File: src/rtl/pipelined_addsub.sv
// pipelined_addsub
// N-bit adder/subtractor whose ripple carry chain is cut into STAGES equal
// slices with one register stage per slice. Each beat carries its operands
// and partial result down the pipe (skewed pipeline), so stage k only ever
// ripples W = N/STAGES bits.
//
// Ports:
//   clk       rising-edge clock
//   rst       asynchronous active-high reset
//   in_valid  operand beat present
//   in_ready  block accepts a beat this cycle (= !out_valid || out_ready)
//   a, b      operands (N bits)
//   cin       carry-in (borrow-in when sub=1)
//   sub       0 = a + b + cin, 1 = a - b - cin
//   out_valid result beat present
//   out_ready downstream accepts result
//   sum       result (N bits)
//   cout      carry-out of MSB (for subtract: 1 = no borrow)
//   ovf       two's-complement signed overflow
module pipelined_addsub #(
    parameter int N      = 16,
    parameter int STAGES = 4
) (
    input  logic         clk,
    input  logic         rst,
    input  logic         in_valid,
    output logic         in_ready,
    input  logic [N-1:0] a,
    input  logic [N-1:0] b,
    input  logic         cin,
    input  logic         sub,
    output logic         out_valid,
    input  logic         out_ready,
    output logic [N-1:0] sum,
    output logic         cout,
    output logic         ovf
);

    localparam int W = N / STAGES;

    generate
        if (N < 2 || STAGES < 1 || STAGES > N || (N % STAGES) != 0) begin : g_bad_params
            $error("pipelined_addsub: N must be >= 2 and a multiple of STAGES (1 <= STAGES <= N)");
        end
    endgenerate

    // Per-stage pipeline registers: valid, operands (b already inverted for
    // subtract), partial result and the carry out of that stage's slice.
    logic         v_q   [STAGES];
    logic [N-1:0] a_q   [STAGES];
    logic [N-1:0] b_q   [STAGES];
    logic [N-1:0] s_q   [STAGES];
    logic         c_q   [STAGES];
    logic         ovf_q;

    // Values presented to each stage's input and what that stage computes.
    logic         v_in_w  [STAGES];
    logic [N-1:0] a_in_w  [STAGES];
    logic [N-1:0] b_in_w  [STAGES];
    logic [N-1:0] s_in_w  [STAGES];
    logic         c_in_w  [STAGES];
    logic [W:0]   slice_w [STAGES];
    logic [N-1:0] s_nxt_w [STAGES];
    logic         c_nxt_w [STAGES];
    logic         ovf_nxt;
    logic         advance;

    // The whole pipe moves as one: it advances whenever the output register
    // is empty or being drained. Bubbles move along with real beats.
    assign advance   = !v_q[STAGES-1] || out_ready;
    assign in_ready  = advance;
    assign out_valid = v_q[STAGES-1];
    assign sum       = s_q[STAGES-1];
    assign cout      = c_q[STAGES-1];
    assign ovf       = ovf_q;

    // Stage 0 resolves the operation: subtract is a + ~b + ~cin, so b and
    // cin are inverted once here and every later slice just adds.
    always_comb begin
        v_in_w[0] = in_valid;
        a_in_w[0] = a;
        b_in_w[0] = sub ? ~b : b;
        c_in_w[0] = cin ^ sub;
        s_in_w[0] = '0;
        for (int k = 1; k < STAGES; k++) begin
            v_in_w[k] = v_q[k-1];
            a_in_w[k] = a_q[k-1];
            b_in_w[k] = b_q[k-1];
            c_in_w[k] = c_q[k-1];
            s_in_w[k] = s_q[k-1];
        end
        for (int k = 0; k < STAGES; k++) begin
            slice_w[k] = {1'b0, a_in_w[k][k*W +: W]}
                       + {1'b0, b_in_w[k][k*W +: W]}
                       + {{W{1'b0}}, c_in_w[k]};
            s_nxt_w[k] = s_in_w[k];
            s_nxt_w[k][k*W +: W] = slice_w[k][W-1:0];
            c_nxt_w[k] = slice_w[k][W];
        end
        // Carry-into-MSB xor carry-out-of-MSB is the same as: both addend
        // sign bits agree and the result sign differs from them.
        ovf_nxt = (a_in_w[STAGES-1][N-1] == b_in_w[STAGES-1][N-1])
               && (s_nxt_w[STAGES-1][N-1] != a_in_w[STAGES-1][N-1]);
    end

    // Data registers only load when a real beat enters the stage, so the
    // outputs keep their last values across bubbles and stalls.
    always_ff @(posedge clk or posedge rst) begin
        if (rst) begin
            for (int k = 0; k < STAGES; k++) begin
                v_q[k] <= 1'b0;
                a_q[k] <= '0;
                b_q[k] <= '0;
                s_q[k] <= '0;
                c_q[k] <= 1'b0;
            end
            ovf_q <= 1'b0;
        end else if (advance) begin
            for (int k = 0; k < STAGES; k++) begin
                v_q[k] <= v_in_w[k];
                if (v_in_w[k]) begin
                    a_q[k] <= a_in_w[k];
                    b_q[k] <= b_in_w[k];
                    s_q[k] <= s_nxt_w[k];
                    c_q[k] <= c_nxt_w[k];
                end
            end
            if (v_in_w[STAGES-1]) begin
                ovf_q <= ovf_nxt;
            end
        end
    end

endmodule

File: config.mk
export PLATFORM = sky130hd
export DESIGN_NAME = pipelined_addsub
export DESIGN_NICKNAME = d
export VERILOG_FILES = /design/src/rtl/pipelined_addsub.sv
export SDC_FILE = /design/constraint.sdc
export NUM_CORES = 1
export LEC_CHECK = 0
export ABC_AREA = 1
export BUFFER_PORTS_ARGS = -buffer_cell sky130_fd_sc_hd__buf_4
export CORE_MARGIN = 3
export CORE_UTILIZATION = 57
export DETAILED_ROUTE_END_ITERATION = 10
export PLACE_DENSITY = 0.88
export SLEW_MARGIN = 15
export SYNTH_ARGS = -nofsm -noshare
export SYNTH_HDL_FRONTEND = slang
export SYNTH_SLANG_ARGS = --single-unit
File: constraint.sdc
create_clock -name clk -period 3.1 [get_ports clk]
set_clock_uncertainty 0.1 [all_clocks]
set_input_delay 0.155 -clock clk [delete_from_list [all_inputs] [get_ports clk]]
set_output_delay 0.155 -clock clk [all_outputs]
set_load 0.05 [all_outputs]
* After elaboration in Yosys (flattened, before gate mapping)
Index checks and enable logic that the tools add are counted.
** Word-level totals
- Flip-flop bits (word level) :: 145
- Logic and storage cells :: 39
- Input port bits :: 38
** Cells by class
- Reduce and logical (&&, ||, !) cells :: 7
- Bitwise operators :: 2
- $add $sub $neg :: 8
- Muxes and demuxes :: 1
- Equal/unequal tests :: 2
** Operators by type and width (count)
- $add A4 B4 Y5 :: 4
- $add A5 B1 Y5 :: 4
- $mux W16 :: 1
- $not A16 Y16 :: 1
- $reduce_and A2 Y1 :: 4
- $eq A1 B1 Y1 :: 1
- $logic_and A1 B1 Y1 :: 1
- $logic_not A1 Y1 :: 1
- $logic_or A1 B1 Y1 :: 1
- $ne A1 B1 Y1 :: 1
- $xor A1 B1 Y1 :: 1

* Logic depth before layout (Yosys ltp)
Gate-level depths: netlist of run 1.
- Depth in word-level cells :: 4
- Gate-level depth with buffers :: 9
- Gate-level depth less buffers :: 7

* Worst setup path after synthesis of run 1
Ideal clock, no wire load.
- Kind :: input to register
- From :: in sub
- To :: reg c_q (netlist bit c_in_w[2])
- Setup slack :: 1.162 ns
- Setup time :: 0.121 ns
- Required time :: 2.879 ns
- Stages on the path :: 9
- Arrival time :: 1.717 ns
- Path through :: buf_4 > buf_6 > xor2_1 > fa_1 > fa_1 > nand2_1 > a21oi_1 > nor3_1 > nor2_1
** Between the ends
- Word-level cells in the longest chain between the ends :: 3
** RTL lines
- from (decl) :: line 31 : input logic sub,
- $mux W16 :: line 82 : b_in_w[0] = sub ? ~b : b;
- $add A4 B4 Y5 :: line 94 : + {1'b0, b_in_w[k][k*W +: W]}
- $add A5 B1 Y5 * :: line 95 : + {{W{1'b0}}, c_in_w[k]};
- to (signal, indexed assignment) :: line 125 : c_q[k] <= c_nxt_w[k];
- to (decl) :: line 53 : logic c_q [STAGES];
Every way passes the cells marked *; elsewhere a longest branch is shown, timed or not.
A chain may end at the register's enable or synchronous reset.

* Worst setup path after layout of run 1
- From :: reg a_q (netlist bit a_in_w[36])
- To :: reg c_q (netlist bit c_in_w[1])
** Between the ends
- Word-level cells in the longest chain between the ends :: 2
** RTL lines
- from (decl) :: line 50 : logic [N-1:0] a_q [STAGES];
- from (signal, indexed assignment) :: line 122 : a_q[k] <= a_in_w[k];
- $add A4 B4 Y5 :: line 94
- $add A5 B1 Y5 :: line 95
No other way between the ends.

==> results of run 1 <==
==> state kept, by name, indices dropped and copies added (netlist names) <==
name	flops
b_in_w	24
out_valid	1
v_in_w	3
cout	1
ovf	1
s_in_w	24
c_in_w	3
a_in_w	24
sum	16
==> layer usage <==
layer	vias up	part of all wire, %	wire length (um)
li1	1618	-	-
met3	14	4.6	387
met2	91	50	4172
met1	1563	44	3699
met5	-	0	0
met4	0	1.9	157
==> where the power goes <==
group	switching (mW)	internal (mW)	total [mW]
clock	0.414	0.382	0.796
combinational	1.36	0.707	2.06
sequential	0.295	1.77	2.07
total	2.07	2.86	4.93
==> critical path: stages (launching register included) <==
cell and delay (ps):
dfrtp_1 410, fa_1 470, fa_1 410, nand2_1 90, a21oi_1 60, nor3_1 140, nor2_1 50
==> worst min path at each step <==
stage | endpoint | slack, ps | start
2_1_floorplan | a_in_w[36] | 160 | a[4]
3_3_place_gp | a_in_w[37] | 250 | a[5]
3_5_place_dp | a_in_w[43] | 250 | a[11]
4_1_cts | b_in_w[37] | 40 | b[5]
5_1_grt | b_in_w[37] | 40 | b[5]
6_report | b_in_w[37] | 40 | b[5]
==> final cells by class <==
type | count | area share, %
clock buffers | 13 | 3.389
clock inverters | 3 | 0.4029
inverters | 33 | 2.560
multi-input cells | 321 | 32.09
flip-flops and latches | 97 | 45.98
well taps | 99 | 2.347
repair buffers | 83 | 13.23
==> placed cells by master (no fill, tap or decap), drive strengths merged, types with 6 or more instances in the layout <==
cell / count
fa: 8
dfrtp: 97
dlygate4sd3: 25
nor2: 8
nand3: 18
buf: 58
nand2: 194
ha: 12
o21ai: 50
a21oi: 7
xnor2: 15
inv: 33
clkbuf: 13
xor2: 6
==> cell usage after synthesis, drive strengths merged <==
cell / number
a21oi: 7
buf: 17
dfrtp: 97
fa: 8
ha: 12
inv: 33
nand2: 194
nand3: 18
nor2: 8
nor3: 2
o21ai: 50
or2: 1
xnor2: 15
xor2: 6
==> logic make-up (layout without fill, tap and decap cells) <==
group | Yosys count | count (layout) | share of synthesized area (%)
and+or+nand+nor | 223 | 223 | 20.46
adders and majority gates | 20 | 20 | 7.055
AOI/OAI and AO/OA | 57 | 57 | 6.828
xor gates and xnor gates | 21 | 21 | 4.182
DFF | 97 | 97 | 55.19
buffers and inverters | 50 | 132 | 6.287
==> summary.md, run 1 <==
| Metric | Value |
|---|---|
| Required @ worst endpoint | 3240 ps |
| Worst r2r src | a_in_w[36] |
| CP Max Fanout | 2 |
| Worst reg2reg endpoint | c_in_w[1] |
| Status | finished clean |
| CP Launch Type | flip-flop |
| Worst hold path type | input port to flip-flop |
| H-tree Lvls | 3 |
| Syn_nets | 526 |
| Share of the synthesized area in the top cell type | 55.19% |
| Area occupied by multi-input gates | 1694 sq um |
| Die Wd | 93.84 um |
| Ports | 58 |
| Leak pwr | 2.711 nW |
| Post-route setup slack | 1261 ps |
| Seq. cell area | 2427 sq um |
| CP endpoint kind | flip-flop |
| DPL Wire Length | 5746 um |
| # fillers | 541 |
| Final Slew Violations | 0 |
| Syn Std Cell Area | 4398 sq um |
| Initial drt markers | 200 |
| # rows | 31 |
| Largest net degree at the start of global routing | 60 |
| Via count | 3286 |
| Initial Utilization | 59.68% |
| Final Util | 71.63% |
| Placed Area | 4828 sq um |
| Top cells by area, synth | dfrtp_1 (55%), nand2_1 (16%), o21ai_0 (5.0%), fa_1 (3.6%), ha_1 (3.4%) |
| WP data arrival | 1980 ps |
| Antenna cells | 0 |
| Slew @ Worst Pin | 984.5 ps |
| Synthesized instance count | 468 |
| Final wirelength | 8416 um |
| Placed insts | 608 |
| Drt first pass iters | 5 |
| Number of global-route vias before repair | 3245 |
| GR met2 Demand/Resource | 33.83% |
| M3 GR Usage | 3.846% |
| Clk buf depth | 2 |
| GPL Wtd Cong | 0.7757 |
| Crit path to | c_in_w[1] |
| Pwr dens | 933.7 nW/um^2 |
| Die height | 93.84 um |
| Max-cap viol count | 0 |
| Fin area | 5279 sq um |
| Synthesized flop and latch total | 97 |
| Count of final setup violators | 0 |
| First-pass GRT wire length | 14710 um |
| Worst setup path class | flip-flop to flip-flop |
| Avg WL per Cell | 12.97 um |
| DRC | 0 |
| CTS Sinks | 97 |
| Reg2Reg Depth | 6 |
| IO Port Bufs | 57 |
| Worst hold slack | 41.44 ps |
| Final Hold Viols | 0 |
| Initial antenna violation count | 0 |
| Grt ovf | 0 |
| GRT Overall Usage | 21.20% |
| Synth warn | 0 |
| Hold path depth | 3 |
| Synth Area per Inst | 9.397 sq um |
| Setup Buffers After CTS | 0 |
| Post-CTS resize count | 0 |
| Final Power | 4.929 mW |
| Die area | 8806 sq um |
| Setup_tns | 0 ps |
| Slew HR | 34.29% |
| M1 GR Usage | 29.18% |
| CTS clk-pin slew, worst paths | 90 ps |
| TritonCTS clock tree | yes |
| RSZ-0062 raised after global routing | no |
| Netlist cell types | 25 |
| Share of cells above drive strength 1 | 16.36% |
| Period Utilization, post-route | 59.32% |
| Internal reg-to-reg setup slack | 1260 ps |
| Cts hold-fix bufs | 25 |
| GR peak layer | met2 |
| Final antenna-violating net count | 0 |
| Sequential-to-total area share from yosys stat | 55.19% |
| CTS Root Cell | clkbuf_8 |
| Total CTS buffers | 9 |
| Core Region | 7370 sq um |
| Clock Latency Late Sink | 350 ps |
| Vias/cell | 5.063 |
| Yosys top cell by area | dfrtp_1 |
| Final Non-Filler Cells | 649 |
| FMAX | 0.5438 GHz |
| Pre-CTS WS | 1116 ps |
| Peak supply drop | 373.1 uV |
| CP startpoint | a_in_w[36] |
| Area Overhead vs Synth | 20.03% |
| Min Tclk post-route | 1839 ps |
| # nets final | 603 |
No activity file was read; power rests on OpenSTA's default activity.
==> run 2, diff against run 1 <==
Settings changed: CORE_UTILIZATION 57 to 52, PLACE_DENSITY 0.88 to 0.85.
Clock period 3.1 ns to 1.6 ns, I/O delays scaled along.
==> run 2 against run 1 <==
  * The run now ends with setup timing left
  * Clock power up 120%
  * Core utilization down 2.7 points
  * Design area up 4.0%
  * Combinational power up 110%
  * First-iteration DRC count down 7.0%
  * Fmax up 7.1%
  * Die area up 9.0%
  * Clock-buffer cell count down 4
  * Register-to-register slack worse by 1400 ps
  * Routed wire length up 2.4%
  * Critical path type unchanged
  * Largest cell class unchanged
==> summary.md, run 2 (same netlist as run 1, synthesis figures left out) <==
| Metric | Value |
|---|---|
| Status | finished, violations left |
| Violations in the final reports | setup timing |
| Vias/cell | 4.989 (-1.5%) |
| Share of cells above drive strength 1 | 20.21% (+3.8 points) |
| Largest net degree at the start of global routing | 98 (+63%) |
| Slowest stage delay, CP | 420 ps (-50 ps) |
| Slew @ Worst Pin | 490.1 ps (-494.5 ps) |
| Final Slew Violations | 0 (unchanged) |
| Pre-CTS WS | -97.05 ps (-1213 ps) |
| Die height | 97.97 um (+4.4%) |
| Count of final setup violators | 7 (+7) |
| TritonCTS clock tree | yes |
| Initial Utilization | 55.20% (-4.5 points) |
| Via count | 3323 (+1.1%) |
| Peak supply drop | 805.6 uV (+120%) |
| Placed insts | 617 (+1.5%) |
| Worst hold slack | 30.45 ps (-10.99 ps) |
| GPL Wtd Cong | 0.7748 (-0.12%) |
| Pwr dens | 1834 nW/um^2 (+96%) |
| Area Overhead vs Synth | 24.86% |
| CP Launch Type | flip-flop |
| Final Non-Filler Cells | 666 (+2.6%) |
| Core Region | 7968 sq um (+8.1%) |
| CP endpoint kind | flip-flop |
| Most common cell on crit path | fa_2 |
| WP data arrival | 1870 ps (-110 ps) |
| Avg WL per Cell | 12.94 um (-0.24%) |
| Most frequent cells in the layout | nand2_1 (190), dfrtp_1 (97), buf_4 (66) |
| First-pass GRT wire length | 14950 um (+1.6%) |
| Post-route setup slack | -116.5 ps (-1377 ps) |
| Worst r2r src | c_in_w[2] |
| Ports | 58 (unchanged) |
| Drt first pass iters | 5 (unchanged) |
| HP Start | a[0] |
| Die Wd | 97.97 um (+4.4%) |
| Initial drt markers | 186 (-7.0%) |
| Min Tclk post-route | 1717 ps (-122.5 ps) |
| Clock Latency Late Sink | 360 ps (about the same) |
| Critical path's slowest cell | fa_2 |
| Worst hold path type | input port to flip-flop |
| Period Utilization, post-route | 107.3% (+48 points) |
| CP startpoint | c_in_w[2] |
| H-tree Lvls | 3 (unchanged) |
| RSZ-0062 raised after global routing | yes |
| Die area | 9597 sq um (+9.0%) |
| Required @ worst endpoint | 1750 ps (-1490 ps) |
| DPL Wire Length | 5671 um (-1.3%) |
| FMAX | 0.5826 GHz (+7.1%) |
| # nets final | 617 (+2.3%) |
| Commonest non-fill, non-tap cell in the layout | nand2_1 |
| Antenna cells | 0 (unchanged) |
| Leak pwr | 2.782 nW (+2.6%) |
| DRC | 0 (unchanged) |
| Final wirelength | 8616 um (+2.4%) |
| Clk buf depth | 2 (unchanged) |
| Slew HR | 67.33% (+33 points) |
| Number of global-route vias before repair | 3337 (+2.8%) |
| Final antenna-violating net count | 0 (unchanged) |
| CTS clk-pin slew, worst paths | 90 ps (about the same) |
| Max-cap viol count | 0 (unchanged) |
| Final Hold Viols | 0 (unchanged) |
| CP Max Fanout | 2 (unchanged) |
| Grt ovf | 0 (unchanged) |
| IO Port Bufs | 57 (unchanged) |
| # rows | 32 (+3.2%) |
| GRT Overall Usage | 19.06% (-2.1 points) |
| CTS Root Cell | clkbuf_8 |
| Worst setup path class | flip-flop to flip-flop |
| Initial antenna violation count | 0 (unchanged) |
| CTS Sinks | 97 (unchanged) |
| Crit-path cells | fa_2, fa_2, nand2_1, a21oi_1, nor3_1, nor2_1 |
| Setup_tns | -331.3 ps (-331.3 ps) |
| Total CTS buffers | 9 (unchanged) |
## run 2: cell types whose count changed in the layout (fill, tap and decap cells not counted), moves of 2 or more
cell,change
buf_12,+2
buf_4,+9
bufinv_16,+2
clkbuf_8,-4
clkinv_2,-2
clkinvlp_4,+3
dlygate4sd3_1,+3
fa_1,-8
fa_2,+8
nand3_1,-2
nand3_2,+2
o21ai_0,-4
o21ai_1,+4
## run 2: path summary, 6_finish.rpt
kind                               to  slack [ps]  cells after the start
setup reg to reg            c_in_w[1]        -120                      6
hold reg to reg            a_in_w[31]         360                      2
min in group asynchronous      sum[1]         300                      4
setup / recovery            c_in_w[1]        -120                      6
max in group asynchronous  a_in_w[25]         720                      4
hold / removal             s_in_w[32]          30                      4
## run 2: metal layers
layer / part of all wire [%] / routed length (um) / global-route usage [%] / vias to the layer above
li1: - / - / - / 1654
met1: 44 / 3824 / 24.59 / 1580
met2: 50 / 4282 / 32.15 / 82
met3: 4.6 / 400 / 4.571 / 7
met4: 1.3 / 108 / 5.644 / 0
met5: 0 / 0 / 0 / -
## run 2: power breakdown
part / switching, mW / internal (mW) / total, mW / leakage, nW
logic: 2.72 / 1.60 / 4.32 / 1.46
clock network: 0.862 / 0.891 / 1.75 / 0.102
registers: 0.564 / 3.44 / 4.00 / 1.22
## run 2: critical path: cells and delay by family, from the launching register on
family,cells,cell delay (ps)
fa+ha+maj,2,780
flops,1,410
simple gates,3,270
compound gates,1,60
## run 2: timing repair
item,CTS,global route
resized for setup,5,4
setup buffers,4,1
pin swaps,7,6
setup endpoints to repair,8,9
hold buffers,28,0
endpoints found under the hold margin,124,0
## run 2: final cells by class
cell class	count	area, sq um
inverters	33	137.6
clock buffers	9	123.9
multi-input cells	321	1739
well taps	102	127.6
fillers	565	2476
repair buffers	97	835.8
flip-flops and latches	97	2427
clock inverters	7	100.1
## run 2: per-stage QoR
stage	total power [mW]	utilization, %	instance area, sq um
2_1_floorplan	7.091	-	4446
3_3_place_gp	7.902	61.84	4927
3_5_place_dp	8.127	61.84	4927
4_1_cts	10.04	68.64	5469
5_1_grt	10.83	68.92	5492
6_report	10.07	68.92	5492
==> run 3, diff against run 2 <==
Settings changed: CTS_BUF_LIST set to sky130_fd_sc_hd__clkbuf_16, SKIP_LAST_GASP set to 1.
==> run 3 against run 2 <==
  * The run still ends with setup timing left
  * Core utilization grew 1.4 points
  * Routed wire length grew 6.4%
  * Global-route usage grew 0.87 points
  * Die area is the same
  * Clock-buffer cell count is the same
  * Sequential cell count is the same
  * First-iteration DRC count grew 13%
  * Critical path depth shrank 1
  * Non-clock buffer count shrank 1
  * Total power grew 7.3%
  * Largest cell class unchanged
==> summary.md, run 3 (same netlist as run 1, synthesis figures left out) <==
| Metric | Value |
|---|---|
| Core Region | 7968 sq um (unchanged) |
| Most common cell on crit path | fa_2 |
| Largest net degree at the start of global routing | 98 (unchanged) |
| Final Power | 10.81 mW (+7.3%) |
| Seq. cell area | 2427 sq um (unchanged) |
| HP Start | in_valid |
| DPL Wire Length | 5671 um (unchanged) |
| Reg2Reg Depth | 5 (-1) |
| # nets final | 616 (-0.16%) |
| Vias/cell | 5.101 (+2.2%) |
| Initial drt markers | 211 (+13%) |
| Min Tclk post-route | 1752 ps (+35.04 ps) |
| Avg WL per Cell | 13.79 um (+6.6%) |
| Clk buf depth | 2 (unchanged) |
| Worst hold path type | input port to flip-flop |
| CTS clk-pin slew, worst paths | 70 ps (-20 ps) |
| WP data arrival | 1920 ps (+50 ps) |
| RSZ-0062 raised after global routing | yes |
| CTS Root Cell | clkbuf_16 |
| Worst reg2reg endpoint | s_in_w[22] |
| Worst hold slack | 10.86 ps (-19.59 ps) |
| IO Port Bufs | 57 (unchanged) |
| Area Overhead vs Synth | 27.34% |
| CP startpoint | a_in_w[36] |
| Final antenna-violating net count | 0 (unchanged) |
| FMAX | 0.5709 GHz (-2.0%) |
| First-pass GRT wire length | 15700 um (+5.0%) |
| Initial antenna violation count | 0 (unchanged) |
| Antenna cells | 0 (unchanged) |
| Post-route setup slack | -151.5 ps (-35.04 ps) |
| Area occupied by multi-input gates | 1759 sq um (+1.2%) |
| CP endpoint kind | flip-flop |
| Number of global-route vias before repair | 3463 (+3.8%) |
| Pre-CTS WS | -97.05 ps (unchanged) |
| GRT Overall Usage | 19.93% (+0.87 points) |
| Slew HR | 67.00% (-0.33 points) |
| Status | finished, violations left |
| Die Wd | 97.97 um (unchanged) |
| Grt ovf | 0 (unchanged) |
| Final Util | 70.29% (+1.4 points) |
| Die height | 97.97 um (unchanged) |
| Final wirelength | 9168 um (+6.4%) |
| Hold path depth | 3 (-1) |
| Commonest non-fill, non-tap cell in the layout | nand2_1 |
| Total CTS buffers | 9 (unchanged) |
| Via count | 3392 (+2.1%) |
| Most frequent cells in the layout | nand2_1 (190), dfrtp_1 (97), buf_4 (67) |
| DRC | 0 (unchanged) |
| Clock Latency Late Sink | 340 ps (-20 ps) |
| GPL Wtd Cong | 0.7748 (unchanged) |
| Hold EP | v_in_w[2] |
| Fin area | 5600 sq um (+2.0%) |
| Violations in the final reports | setup timing |
| Internal reg-to-reg setup slack | -150 ps (-40 ps) |
| CP Max Fanout | 2 (unchanged) |
| Crit-path cells | fa_2, fa_2, buf_4, xnor2_2, o21ai_1 |
| Worst r2r src | a_in_w[36] |
| Count of final setup violators | 5 (-2) |
| Worst setup path class | flip-flop to flip-flop |
| TritonCTS clock tree | yes |
| Share of cells above drive strength 1 | 20.78% (+0.57 points) |
| Pwr dens | 1930 nW/um^2 (+5.3%) |
| # rows | 32 (unchanged) |
| Initial Utilization | 55.20% (unchanged) |
| Max-cap viol count | 0 (unchanged) |
| Leak pwr | 2.829 nW (+1.7%) |
| Drt first pass iters | 5 (unchanged) |
| Final Hold Viols | 0 (unchanged) |
| CP Launch Type | flip-flop |
| Slowest stage delay, CP | 420 ps (about the same) |
| Ports | 58 (unchanged) |
| Required @ worst endpoint | 1770 ps (+20 ps) |
| # fillers | 540 (-4.4%) |
| Period Utilization, post-route | 109.5% (+2.2 points) |
| Die area | 9597 sq um (unchanged) |
| Peak supply drop | 883.0 uV (+9.6%) |
| CTS Sinks | 97 (unchanged) |
| Slew @ Worst Pin | 495.0 ps (+4.917 ps) |
| Final Slew Violations | 0 (unchanged) |
| H-tree Lvls | 3 (unchanged) |
| Critical path's slowest cell | fa_2 |
| Placed Area | 4927 sq um (unchanged) |
## run 3: worst max-delay path, delay by kind of cell (launching register included)
family                     cells  cell delay [ps]
adders and majority gates      2              780
DFF                            1              400
buffers and inverters          1              160
xor gates and xnor gates       1              120
AOI/OAI and AO/OA              1              120
## run 3: how the worst max path moves through the flow
stage | end | slack [ps] | cells past startpoint
after floorplan | c_in_w[2] | -100 | 9
after global placement | c_in_w[1] | -70 | 6
after detailed placement | c_in_w[1] | -100 | 6
after CTS | c_in_w[1] | -140 | 6
after global routing | c_in_w[1] | -190 | 6
final | s_in_w[22] | -150 | 5
## run 3: layer usage
metal | wire length, um | track usage, % | vias to the layer above
li1 | - | - | 1652
met1 | 3916 | 24.69 | 1625
met2 | 4653 | 34.55 | 98
met3 | 416 | 4.000 | 17
met4 | 181 | 7.455 | 0
met5 | 0 | 0 | -
## run 3: area by class of cell
| class | count | share of cell area (%) |
|---|---|---|
| Timing Repair Buffer | 96 | 14.70 |
| Clock inverter | 7 | 1.787 |
| Multi-Input combinational cell | 321 | 31.41 |
| Sequential cell | 97 | 43.34 |
| Inverter | 33 | 2.458 |
| Clock buffer | 9 | 4.021 |
| Tap cell | 102 | 2.279 |
## run 3: through the flow
stage	setup TNS, ps	cells
after detailed placement	-326.6	617
final	-418.6	665
after CTS	-468.8	665
after global routing	-752.1	665
after floorplan	-172.7	468
after global placement	-101.0	617
## run 3: report_power, final
group	leakage, nW	total (mW)	internal [mW]	switching (mW)
registers	1.22	4.04	3.44	0.592
clock network	0.149	2.31	1.38	0.935
logic	1.46	4.46	1.66	2.80
## run 3: what timing repair did
action | in CTS | in global routing
endpoints found under the setup margin | 8 | 10
hold endpoints to repair | 122 | 0
hold buffers | 26 | 0
setup buffers | 6 | 0
pin swaps | 7 | 7
gates resized for setup | 7 | 4
